File: src/rtl/noise_seq_ctrl_pkg.sv
// Shared types and default sizes for the noise-injection run controller.
package noise_ctrl_pkg;

  localparam int DEF_DATA_W        = 8;
  localparam int DEF_CNT_W         = 16;
  localparam int DEF_WARM_W        = 8;
  localparam int DEF_DRAIN_TIMEOUT = 32;

  typedef enum logic [2:0] {
    ST_IDLE   = 3'd0,
    ST_WARMUP = 3'd1,
    ST_RUN    = 3'd2,
    ST_DRAIN  = 3'd3,
    ST_DONE   = 3'd4
  } state_t;

endpackage

File: src/rtl/noise_seq_ctrl_sat_counter.sv
// Up-counter with synchronous clear that sticks at all-ones instead of wrapping.
module sat_counter #(
  parameter int W = 16
) (
  input  logic         clk,
  input  logic         rstn,
  input  logic         clr_i,
  input  logic         inc_i,
  output logic [W-1:0] cnt_o
);

  logic [W-1:0] cnt_q;
  logic [W-1:0] cnt_d;

  always_comb begin
    cnt_d = cnt_q;
    if (clr_i) begin
      cnt_d = '0;
    end else if (inc_i && (cnt_q != '1)) begin
      cnt_d = cnt_q + W'(1);
    end
  end

  always_ff @(posedge clk or negedge rstn) begin
    if (!rstn) begin
      cnt_q <= '0;
    end else begin
      cnt_q <= cnt_d;
    end
  end

  assign cnt_o = cnt_q;

endmodule

File: src/rtl/noise_seq_ctrl.sv
// Run controller for the noise path: warm-up, bounded symbol issue, drain of
// returning samples, then done/err status with issued vs returned counts.
module noise_seq_ctrl
  import noise_ctrl_pkg::*;
#(
  parameter int DATA_W        = DEF_DATA_W,
  parameter int CNT_W         = DEF_CNT_W,
  parameter int WARM_W        = DEF_WARM_W,
  parameter int DRAIN_TIMEOUT = DEF_DRAIN_TIMEOUT
) (
  input  logic              clk,
  input  logic              rstn,
  input  logic              start,
  input  logic              abort,
  input  logic [CNT_W-1:0]  cfg_num_samples,
  input  logic [WARM_W-1:0] cfg_warmup,
  input  logic [DATA_W-1:0] sym_in,
  input  logic              sym_in_valid,
  output logic              sym_in_ready,
  output logic              nw_en,
  output logic [DATA_W-1:0] nw_in,
  output logic              nw_in_valid,
  input  logic [DATA_W-1:0] nw_out,
  input  logic              nw_out_valid,
  output logic [DATA_W-1:0] out_data,
  output logic              out_valid,
  output logic              busy,
  output logic              done,
  output logic              err,
  output logic              aborted,
  output logic [CNT_W-1:0]  issued_cnt,
  output logic [CNT_W-1:0]  returned_cnt
);

  // One timer serves both warm-up and drain, so it must hold either range.
  localparam int TMR_W = (WARM_W > $clog2(DRAIN_TIMEOUT)) ? WARM_W : $clog2(DRAIN_TIMEOUT);

  state_t             state_q, state_d;
  logic [CNT_W-1:0]   n_q, n_d;
  logic [WARM_W-1:0]  warm_q, warm_d;
  logic               err_q, err_d;
  logic               aborted_q, aborted_d;
  logic [DATA_W-1:0]  out_data_q, out_data_d;
  logic               out_valid_q, out_valid_d;

  logic [TMR_W-1:0]   timer_cnt;
  logic               start_take;
  logic               abort_take;
  logic               ret_take;
  logic               warm_last;
  logic               drain_last;

  assign start_take = (state_q == ST_IDLE) && start && !abort;
  assign abort_take = (state_q != ST_IDLE) && abort;
  assign warm_last  = (timer_cnt + TMR_W'(1)) >= TMR_W'(warm_q);
  assign drain_last = timer_cnt == TMR_W'(DRAIN_TIMEOUT - 1);

  sat_counter #(.W(CNT_W)) u_issued (
    .clk   (clk),
    .rstn  (rstn),
    .clr_i (start_take),
    .inc_i (nw_in_valid),
    .cnt_o (issued_cnt)
  );

  sat_counter #(.W(CNT_W)) u_returned (
    .clk   (clk),
    .rstn  (rstn),
    .clr_i (start_take),
    .inc_i (ret_take),
    .cnt_o (returned_cnt)
  );

  // Held at zero in IDLE and RUN so each of WARMUP and DRAIN starts from 0.
  sat_counter #(.W(TMR_W)) u_timer (
    .clk   (clk),
    .rstn  (rstn),
    .clr_i ((state_q == ST_IDLE) || (state_q == ST_RUN)),
    .inc_i ((state_q == ST_WARMUP) || (state_q == ST_DRAIN)),
    .cnt_o (timer_cnt)
  );

  always_ff @(posedge clk or negedge rstn) begin
    if (!rstn) begin
      state_q <= ST_IDLE;
    end else begin
      state_q <= state_d;
    end
  end

  always_comb begin
    state_d = state_q;
    if (abort_take) begin
      state_d = ST_IDLE;
    end else begin
      unique case (state_q)
        ST_IDLE:   if (start_take) state_d = ST_WARMUP;
        ST_WARMUP: if (warm_last) state_d = ST_RUN;
        ST_RUN:    if (issued_cnt >= n_q) state_d = ST_DRAIN;
        ST_DRAIN:  if ((returned_cnt == issued_cnt) || drain_last) state_d = ST_DONE;
        ST_DONE:   state_d = ST_IDLE;
        default:   state_d = ST_IDLE;
      endcase
    end
  end

  always_comb begin
    nw_en        = 1'b0;
    busy         = 1'b1;
    done         = 1'b0;
    sym_in_ready = 1'b0;
    ret_take     = 1'b0;
    unique case (state_q)
      ST_IDLE:   busy = 1'b0;
      ST_WARMUP: nw_en = 1'b1;
      ST_RUN: begin
        nw_en        = 1'b1;
        sym_in_ready = issued_cnt < n_q;
        ret_take     = nw_out_valid;
      end
      ST_DRAIN: begin
        nw_en    = 1'b1;
        ret_take = nw_out_valid;
      end
      ST_DONE: begin
        done     = 1'b1;
        ret_take = nw_out_valid;
      end
      default: busy = 1'b0;
    endcase
  end

  assign nw_in       = sym_in;
  assign nw_in_valid = sym_in_valid && sym_in_ready;

  always_comb begin
    n_d         = n_q;
    warm_d      = warm_q;
    err_d       = err_q;
    aborted_d   = abort_take;
    out_valid_d = ret_take;
    out_data_d  = ret_take ? nw_out : out_data_q;
    if (start_take) begin
      n_d    = cfg_num_samples;
      warm_d = cfg_warmup;
      err_d  = 1'b0;
    end else if ((state_q == ST_DONE) && !abort) begin
      err_d = err_q | (returned_cnt != issued_cnt);
    end
  end

  always_ff @(posedge clk or negedge rstn) begin
    if (!rstn) begin
      n_q         <= '0;
      warm_q      <= '0;
      err_q       <= 1'b0;
      aborted_q   <= 1'b0;
      out_data_q  <= '0;
      out_valid_q <= 1'b0;
    end else begin
      n_q         <= n_d;
      warm_q      <= warm_d;
      err_q       <= err_d;
      aborted_q   <= aborted_d;
      out_data_q  <= out_data_d;
      out_valid_q <= out_valid_d;
    end
  end

  assign err       = err_q;
  assign aborted   = aborted_q;
  assign out_data  = out_data_q;
  assign out_valid = out_valid_q;

endmodule
File: config.mk
export PLATFORM = sky130hd
export DESIGN_NAME = noise_seq_ctrl
export DESIGN_NICKNAME = d
export VERILOG_FILES = /design/src/rtl/noise_seq_ctrl_pkg.sv /design/src/rtl/noise_seq_ctrl_sat_counter.sv /design/src/rtl/noise_seq_ctrl.sv
export SDC_FILE = /design/constraint.sdc
export NUM_CORES = 1
export LEC_CHECK = 0
export ABC_AREA = 1
export CAP_MARGIN = 20
export CELL_PAD_IN_SITES_DETAIL_PLACEMENT = 0
export CELL_PAD_IN_SITES_GLOBAL_PLACEMENT = 1
export CORE_MARGIN = 1
export CORE_UTILIZATION = 30
export CTS_BUF_LIST = sky130_fd_sc_hd__clkbuf_8
export CTS_CLUSTER_SIZE = 20
export DETAILED_ROUTE_END_ITERATION = 10
export GPL_ROUTABILITY_DRIVEN = 0
export PLACE_DENSITY_LB_ADDON = 0.1
export SLEW_MARGIN = 30
export SYNTH_ARGS = -nofsm -noshare
export SYNTH_HDL_FRONTEND = slang
export SYNTH_SLANG_ARGS = --single-unit
File: constraint.sdc
create_clock -name clk -period 5.9 [get_ports clk]
set_clock_uncertainty 0.1 [all_clocks]
set_input_delay 0.885 -clock clk [delete_from_list [all_inputs] [get_ports clk]]
set_output_delay 0.885 -clock clk [all_outputs]
set_load 0.03 [all_outputs]
==> impl_results.md, run 1 <==
* Run status: complete, no violations
* DP HPWL at ~9.9 mm
* Proportion of layout cells with a drive suffix above 1 at 0.0408
* Slew Limit Fails at 0
* Core Region at 15400 um2
* Tot GR Track Use at 0.173
* Layout Nets at 805
* Number of buffers created by CTS at 9
* Die W at 128 um
* CTS Sinks at 78
* Initial DRT Pass Iterations at 4
* Antenna Nets Post-Route at 0
* Cts hold-fix bufs at 0
* Crit. Startpoint: u_issued.cnt_o[13]
* Synthesized flop and latch total at 78
* Worst setup EP type: primary output
* Comb pwr share at 0.431
* Final Hold Fails at 0
* Routed vias at about 4200
* CTS root buf: clkbuf_8
* DR iter-0 viols at just over 200
* Synth area leaders: dfrtp_1, nand2_1, inv_1
* Critical path fanouts, max at 8
* Row cnt at between 40 and 50
* Min-Delay Path Depth at 2
* Max Clk Rate at about 0.28 GHz
* Fin worst setup slack at 2.27 ns
* Worst-path clk slew at about 0.09 ns
* Routed Wire Length at between 10 and 15 mm
* Pwr per Cell Area at a little under 400 nW/um2
* Routed wire per std cell at 14.2 um
* R2r setup slk at about 3.1 ns
* Deepest clock path buffer count at 2
* Post-CTS Repair Setup Buffers at 0
* Worst slew pin tran at about 0.86 ns
* Post-route DRC at 0
* Die H at about 130 um
* Vias/cell at between 4 and 5
* Commonest non-fill, non-tap cells in the layout: nand2_1, inv_1, clkdlybuf4s50_1
* Netlist cell types at 32
* Reg2Reg Capture Point: u_returned.cnt_o[14]
* H-tree Lvls at 3
* Final cell count without fillers at 947
* Cell Int Power at 0.00139 W
* Initial core utilization at 0.310
* Synthesized instance count at around 660
* Synth warnings at 0
* Worst skew pair latency at between 0.3 and 0.4 ns
* CP required at slightly below 5 ns
* Synth area leader: dfrtp_1
* Initial antenna violation count at 0
* FF-to-FF path depth at 9
* Post-Syn Area at around 4800 um2
* First-pass GRT wire length at between 20 and 25 mm
* Clock period minus worst slack at around 3.6 ns
* CP Class: flip-flop to primary output
* Hold Crit Class: flip-flop to flip-flop
* Congestion Overflow GR at 0
* Mapped Nets at roughly 730
* Hold endpoint: out_data[3]
* Leak at about 3.1 nW
* # IOs at between 100 and 150
* Port bufs at between 80 and 90
* Full die area at 16400 um2
* Largest net degree at the start of global routing at 79
* Tcrit/Tclk final at 0.615
* Sequential Power Share at 0.341
* Reg-to-Reg Start: state_q[0]
* Most common cell after layout, fill and taps aside: nand2_1
* Hold Path Origin: out_data[3]
* CTS tree: built
* Total negative setup slack at 0 ns
* # diodes at 0
* Post-synthesis sequential area ratio at 0.409
* CP startpoint kind: flip-flop
* Unrepaired setup endpoints after global routing: false
* Post_cts resized at 0
* Setup slack at placement at roughly 2.4 ns
* Area delta synth->final at 26.4%
* Inst Count DP at about 930
* Syn Area/Cell at roughly 7.3 um2
* Max transition margin at 0.422
* Max cap viols at 0
* Setup Viol. Count Final at 0
* Switch share at 0.415
* Clock Power Share at 0.228
* Vias in the first global route at roughly 4200
* CP arrival at approximately 2.6 ns
* Peak supply drop at about 0.00018 V
* Area share of the largest cell type after synthesis at 0.409
* Sw Pwr at 0.000984 W
layout make-up:
class                           count  area (um2)
Clock inverter                      6         134
Inverter                           96         360
Timing Repair Buffer               87         867
Multi-Input combinational cell    460        2330
Tap cell                          211         264
Sequential cell                    78        1950
Fill cell                        1617        9340
Clock buffer                        9         124
layer usage:
| metal | part of all wire | vias to the layer above | GRT usage |
|---|---|---|---|
| li1 | - | 2188 | - |
| met1 | 0.48 | 1952 | 0.234 |
| met2 | 0.45 | 92 | 0.270 |
| met3 | 0.050 | 15 | 0.0371 |
| met4 | 0.017 | 0 | 0.0685 |
| met5 | 0 | - | 0 |
cells in the mapped netlist (all sizes together):
master	number
inv	96
a21oi	15
nand3b	2
o31ai	1
o22ai	3
buf	15
xor2	23
nand3	51
a21o	2
and2	1
ha	27
or2	2
clkbuf	6
nor2	54
nor3	13
a31oi	1
nand4	7
o21ai	40
dfrtp	78
nand2	217
and3	1
power by group through the flow:
stage	registers (W)	logic [W]	clock network (W)
2_1_floorplan	0.000914	0.000567	0
3_3_place_gp	0.000818	0.00103	0
3_5_place_dp	0.000818	0.00103	0
4_1_cts	0.000809	0.00104	0.000557
5_1_grt	0.000830	0.00115	0.000583
6_report	0.000808	0.00102	0.000539
through the flow:
step / power [W] / area (um2) / hold WS (ns) / utilization
2_1_floorplan: 0.00148 / 4770 / 0.353 / -
3_3_place_gp: 0.00185 / 5770 / 0.357 / 0.375
3_5_place_dp: 0.00185 / 5770 / 0.358 / 0.376
4_1_cts: 0.00241 / 6030 / 0.381 / 0.392
5_1_grt: 0.00256 / 6030 / 0.400 / 0.392
6_report: 0.00237 / 6030 / 0.375 / 0.392
cell families (layout without fill, tap and decap cells):
| logic type | count (synthesis) | count (layout) | share of synthesized area |
|---|---|---|---|
| and+or+nand+nor | 348 | 348 | 0.308 |
| buffers and inverters | 117 | 198 | 0.103 |
| DFF | 78 | 78 | 0.409 |
| AOI/OAI and AO/OA | 62 | 62 | 0.0676 |
| adders and majority gates | 27 | 27 | 0.0708 |
| xor gates and xnor gates | 23 | 23 | 0.0422 |
registers in the layout, summed over array words and instances (netlist names):
signal,count
n_q,16
u_issued.cnt_o,16
u_returned.cnt_o,16
out_data,8
u_timer.cnt_o,8
warm_q,8
state_q,3
aborted,1
err,1
out_valid,1
worst max-delay path by stage:
stage | to | slack, ns
2_1_floorplan | nw_in_valid | 3.23
3_3_place_gp | u_returned.cnt_o[14] | 2.41
3_5_place_dp | u_returned.cnt_o[14] | 2.38
4_1_cts | nw_in_valid | 2.21
5_1_grt | nw_in_valid | 2.07
6_report | nw_in_valid | 2.27
critical path, cell delays in order, from the launching register on:
cell             delay, ns
dfrtp_1               0.48
ha_1                  0.35
nand2_1               0.07
nand2_1               0.05
a21oi_1               0.12
nor2_1                0.05
nor2_1                0.15
nand3_1               0.16
inv_1                 0.16
clkdlybuf4s50_1       0.69
(Power assumes the default switching activity.)
==> run 2, diff against run 1 <==
clock period = 3.5 ns   (was 5.9 ns; I/O delays follow)
==> impl_results.md, run 2 (same netlist as run 1, synthesis figures left out) <==
* # diodes at 0
* Run status: complete, no violations
* Peak supply drop at between 0.0002 and 0.0003 V
* Tcrit/Tclk final at 0.931
* Vias/cell at 4.50
* Worst-path clk slew at roughly 0.090 ns
* CP startpoint kind: flip-flop
* Max transition margin at 0.493
* Unrepaired setup endpoints after global routing: false
* Max cap viols at 0
* DR iter-0 viols at ~160
* Total negative setup slack at 0 ns
* Cts hold-fix bufs at 0
* Post-route DRC at 0
* Pwr per Cell Area at around 640 nW/um2
* Reg-to-Reg Start: u_timer.cnt_o[0]
* Core Region at 15400 um2
* Port bufs at 85
* FF-to-FF path depth at 16
* CP arrival at 2.63 ns
* DP HPWL at 9.89 mm
* Die W at around 130 um
* Commonest non-fill, non-tap cells in the layout: nand2_1, inv_1, clkdlybuf4s50_1
* Number of buffers created by CTS at 9
* CP Class: flip-flop to primary output
* Proportion of layout cells with a drive suffix above 1 at 0.0420
* Congestion Overflow GR at 0
* Initial DRT Pass Iterations at 4
* Post-CTS Repair Setup Buffers at 0
* Slew Limit Fails at 0
* Setup slack at placement at approximately 0.62 ns
* Most common cell after layout, fill and taps aside: nand2_1
* Post_cts resized at 0
* Row cnt at 45
* Initial antenna violation count at 0
* Routed wire per std cell at approximately 14 um
* Initial core utilization at 0.310
* R2r setup slk at about 0.85 ns
* Final Hold Fails at 0
* Worst setup EP type: primary output
* Layout Nets at 806
* H-tree Lvls at 3
* Fin worst setup slack at roughly 0.24 ns
* Reg2Reg Capture Point: state_q[0]
* CTS root buf: clkbuf_8
* Max Clk Rate at ~0.3 GHz
* CTS tree: built
* Clock period minus worst slack at roughly 3.3 ns
* Final Util at 0.390
* Hold Crit Class: primary input to asynchronous set/reset pin
* Largest net degree at the start of global routing at 79
* CTS Sinks at between 70 and 80
* Die H at roughly 130 um
* First-pass GRT wire length at around 22 mm
* CP required at ~2.9 ns
* Routed vias at 4269
* Critical path fanouts, max at 7
* Vias in the first global route at between 4000 and 5000
* Area delta synth->final at 25.7%
* Leak at a little over 3 nW
* Full die area at around 16000 um2
* Tot GR Track Use at 0.175
* # IOs at just over 100
* Routed Wire Length at 13.5 mm
* Worst slew pin tran at ~0.76 ns
* Deepest clock path buffer count at 2
* Setup Viol. Count Final at 0
* Antenna Nets Post-Route at 0
* Worst skew pair latency at ~0.37 ns
run 2: changes by cell type in the layout (fill, tap and decap cells not counted):
cell	before	now
buf_4	2	3
bufinv_16	4	1
clkbuf_8	9	13
clkinv_2	1	0
clkinvlp_4	0	1
inv_1	95	96
inv_6	1	0
run 2: area by class of cell:
| type | instances | area, um2 |
|---|---|---|
| Inverter | 96 | 360 |
| Timing Repair Buffer | 88 | 875 |
| Multi-Input combinational cell | 460 | 2330 |
| Sequential cell | 78 | 1950 |
| Tap cell | 211 | 264 |
| Fill cell | 1604 | 9370 |
| Clock inverter | 3 | 41.3 |
| Clock buffer | 13 | 179 |
run 2: metrics by stage:
stage                     hold slack, ns  total power (W)  area [um2]  instances
after floorplan                    0.129          0.00250        4770        655
after global placement             0.357          0.00311        5780        933
after detailed placement           0.360          0.00312        5780        933
after CTS                          0.124          0.00391        6000        949
after global routing               0.148          0.00419        6000        949
final                              0.102          0.00385        6000        949
run 2: power by group:
| group | switching, W | internal (W) |
|---|---|---|
| registers | 0.000198 | 0.00116 |
| logic | 0.00110 | 0.000631 |
| clock network | 0.000351 | 0.000406 |
run 2: routing by layer:
metal / wire (um) / vias up / track usage
li1: - / 2200 / -
met1: 6580 / 1978 / 0.232
met2: 6100 / 79 / 0.282
met3: 629 / 12 / 0.0472
met4: 161 / 0 / 0.0464
met5: 0 / - / 0
run 2: how the worst max path moves through the flow:
stage          cells after the start     endpoint          startpoint  slack [ns]
6_report                          11  nw_in_valid  u_issued.cnt_o[10]        0.24
5_1_grt                           11  nw_in_valid   u_issued.cnt_o[9]        0.01
4_1_cts                            9  nw_in_valid   u_issued.cnt_o[5]        0.17
3_5_place_dp                       9  nw_in_valid   u_issued.cnt_o[5]        0.62
3_3_place_gp                      11  nw_in_valid   u_issued.cnt_o[1]        0.65
2_1_floorplan                      8  nw_in_valid  u_issued.cnt_o[13]        1.19
run 2: worst max-delay path, stage by stage (launching register included):
cell             delay [ns]
dfrtp_1                0.47
ha_1                   0.33
nand2_1                0.08
inv_1                  0.04
nand2_1                0.06
nand2_1                0.05
nand2_1                0.06
nand2_1                0.05
nor2_1                 0.15
nand3_1                0.15
inv_1                  0.15
clkdlybuf4s50_1        0.70
==> run 3, diff against run 2 <==
GPL_TIMING_DRIVEN = 1   (was not set)
SETUP_SLACK_MARGIN = 0.3   (was not set)
SYNTH_HIERARCHICAL = 1   (was not set)
==> impl_results.md, run 3 <==
* Full die area at around 18000 um2
* FF-to-FF path depth at 13
* Critical path fanouts, max at 8
* Mapped Nets at a little over 800
* Synthesized instance count at 742
* Row cnt at 48
* Routed wire per std cell at 14.5 um
* Synth warnings at 6
* CTS Sinks at 78
* Worst setup EP type: primary output
* Worst hold slack at 0.104 ns
* Count leader, synth: nand2_1
* Xor/xnor cell area share of the yosys netlist at 0.0315
* Pwr per Cell Area at roughly 580 nW/um2
* Cell Int Power at ~0.0022 W
* First-pass GRT wire length at between 20 and 30 mm
* CP startpoint kind: flip-flop
* Netlist cell types at 38
* Comb pwr share at 0.464
* Routed Wire Length at 15.5 mm
* Post-synthesis sequential area ratio at 0.370
* Largest net degree at the start of global routing at 52
* Tcrit/Tclk final at 0.868
* Worst skew pair latency at between 0.3 and 0.4 ns
* Asr flop ratio synth at 1.00
* Synth area leader: dfrtp_1
* Initial DRT Pass Iterations at 4
* Total negative setup slack at 0 ns
* Core Region at around 17000 um2
* Tot GR Track Use at 0.181
* Filler cell count at between 1500 and 2000
* Synth cell count leaders: nand2_1, inv_1, dfrtp_1, nor2_1, nand3_1
* Peak supply drop at ~0.00033 V
* Max transition margin at 0.519
* Layout Nets at approximately 900
* Overall power at roughly 0.0038 W
* Number of buffers created by CTS at 9
* Routed vias at around 4900
* CP max-delay cell: dfrtp_1
* Largest family of logic cells by synthesized area: simple AND/OR/NAND/NOR gates
* CTS tree: built
* Unrepaired setup endpoints after global routing: false
* Post-CTS Repair Setup Buffers at 0
* Die H at around 130 um
* DP HPWL at ~12 mm
* # IOs at 102
* CP required at between 2 and 3 ns
* Run status: complete, no violations
* Port bufs at 85
* Switch share at 0.435
* Simple-Gate Fraction of Synth Area at 0.354
* Area delta synth->final at 24.4%
* Setup Viol. Count Final at 0
* Final Hold Fails at 0
* Synth area leaders: dfrtp_1, nand2_1, inv_1
* Synthesized flop and latch total at about 80
* Initial antenna violation count at 0
* Sequential Power Share at 0.343
* Post-Syn Area at approximately 5300 um2
* CP arrival at roughly 2.4 ns
* Antenna Nets Post-Route at 0
* Max Clk Rate at approximately 0.33 GHz
* Syn Area/Cell at between 7 and 8 um2
* Max cap viols at 0
* Vias in the first global route at between 4000 and 5000
* Congestion Overflow GR at 0
* Deepest clock path buffer count at 2
* Hold Crit Class: primary input to asynchronous set/reset pin
* CP top delay family: simple AND/OR/NAND/NOR gates
* Cell mode on critical path: nand2_1
* Max incr delay on CP at 0.50 ns
* Buf/Inv on CP at 2
* Die W at between 100 and 150 um
* Sw Pwr at about 0.0017 W
* # diodes at 0
* Most common cell after layout, fill and taps aside: nand2_1
* CP Class: flip-flop to primary output
* Area share of the largest cell type after synthesis at 0.370
* Leak at ~3.3 nW
* Initial core utilization at 0.306
* Number of flops mapped to enable cells by yosys at 0
* Clock period minus worst slack at approximately 3.0 ns
* Proportion of layout cells with a drive suffix above 1 at 0.0930
* Cts hold-fix bufs at 0
* Clock Power Share at 0.194
* Post-route DRC at 0
* Synth Flop Type: dfrtp_1
* Adder-Cell Fraction of Synth Area at 0.0664
* Worst-path clk slew at ~0.1 ns
* H-tree Lvls at 3
* Post-synthesis mux area share at 0
* DR iter-0 viols at 245
* Vias/cell at approximately 4.6
* CTS root buf: clkbuf_8
* Worst path cell trace: ha_1 > nand2_1 > inv_1 > o21bai_1 > nand2_1 > nor2_2 > nand2_1 > nor2_1 > clkdlybuf4s15_1
* Critical Path Stages at 9
* Worst slew pin tran at about 0.7 ns
* Compound-gate portion of the synthesized area at 0.0697
* Slew Limit Fails at 0
* Commonest non-fill, non-tap cells in the layout: nand2_1, inv_1, clkdlybuf4s50_1
-- run 3: cell count changes after synthesis, sizes merged, moves of 2 or more --
cell and delta:
nand2 +59, nor2 +31, nand4 +14, nand3 -11, inv +10, xor2 -8
o21ai -7, o21bai +7, clkbuf -6, nor3 -6, buf +4, xnor2 +4
o22ai -3, a21oi -2
-- run 3: per-stage QoR --
step,area [um2],utilization,std cells,setup WS [ns]
floorplan,5280,-,742,0.770
CTS,6560,0.381,1064,0.372
detailed placement,6360,0.369,1048,0.562
global placement,6360,0.369,1048,0.568
finish,6570,0.381,1064,0.462
global route,6570,0.381,1064,0.308
-- run 3: final cells by class --
class,count,area [um2],share of cell area
Clock buffer,11,151,0.0231
Clock inverter,5,56.3,0.00857
Inverter,107,412,0.0627
Multi-Input combinational cell,538,2750,0.419
Sequential cell,78,1950,0.297
Tap cell,225,282,0.0429
Timing Repair Buffer,100,963,0.147
-- run 3: cells by family after synthesis --
family | count (synthesis)
buffers and inverters | 126
adders and majority gates | 28
AOI/OAI and AO/OA | 59
xor gates and xnor gates | 19
DFF | 78
and+or+nand+nor | 432
-- run 3: power groups by stage --
stage	clock (W)	sequential, W	combinational (W)
5_1_grt	0.000807	0.00136	0.00199
2_1_floorplan	0	0.00147	0.00110
4_1_cts	0.000777	0.00132	0.00181
3_3_place_gp	0	0.00133	0.00179
6_report	0.000744	0.00132	0.00178
3_5_place_dp	0	0.00134	0.00181
-- run 3: final timing paths --
check                      slack [ns]          startpoint                    to
setup / recovery                 0.46  u_issued/cnt_o[13]           nw_in_valid
hold / removal                   0.10                rstn  u_returned/cnt_o[12]
setup reg to reg                 0.75  u_issued/cnt_o[13]     u_issued/cnt_o[6]
hold reg to reg                  0.38         out_data[1]           out_data[1]
max in group asynchronous        2.47                rstn  u_returned/cnt_o[15]
min in group clk                 0.38         out_data[1]           out_data[1]
-- run 3: metal layers --
| layer | track usage | wire [um] | vias up |
|---|---|---|---|
| met5 | 0 | 0 | - |
| met4 | 0.0543 | 180 | 0 |
| met3 | 0.0398 | 663 | 9 |
| met2 | 0.300 | 7310 | 91 |
| met1 | 0.235 | 7310 | 2273 |
| li1 | - | - | 2496 |
-- run 3: what timing repair did --
action / in CTS / in global routing
endpoints found under the setup margin: 1 / 2
pin swaps: 0 / 0
hold endpoints to repair: 0 / 0
resized for setup: 1 / 2
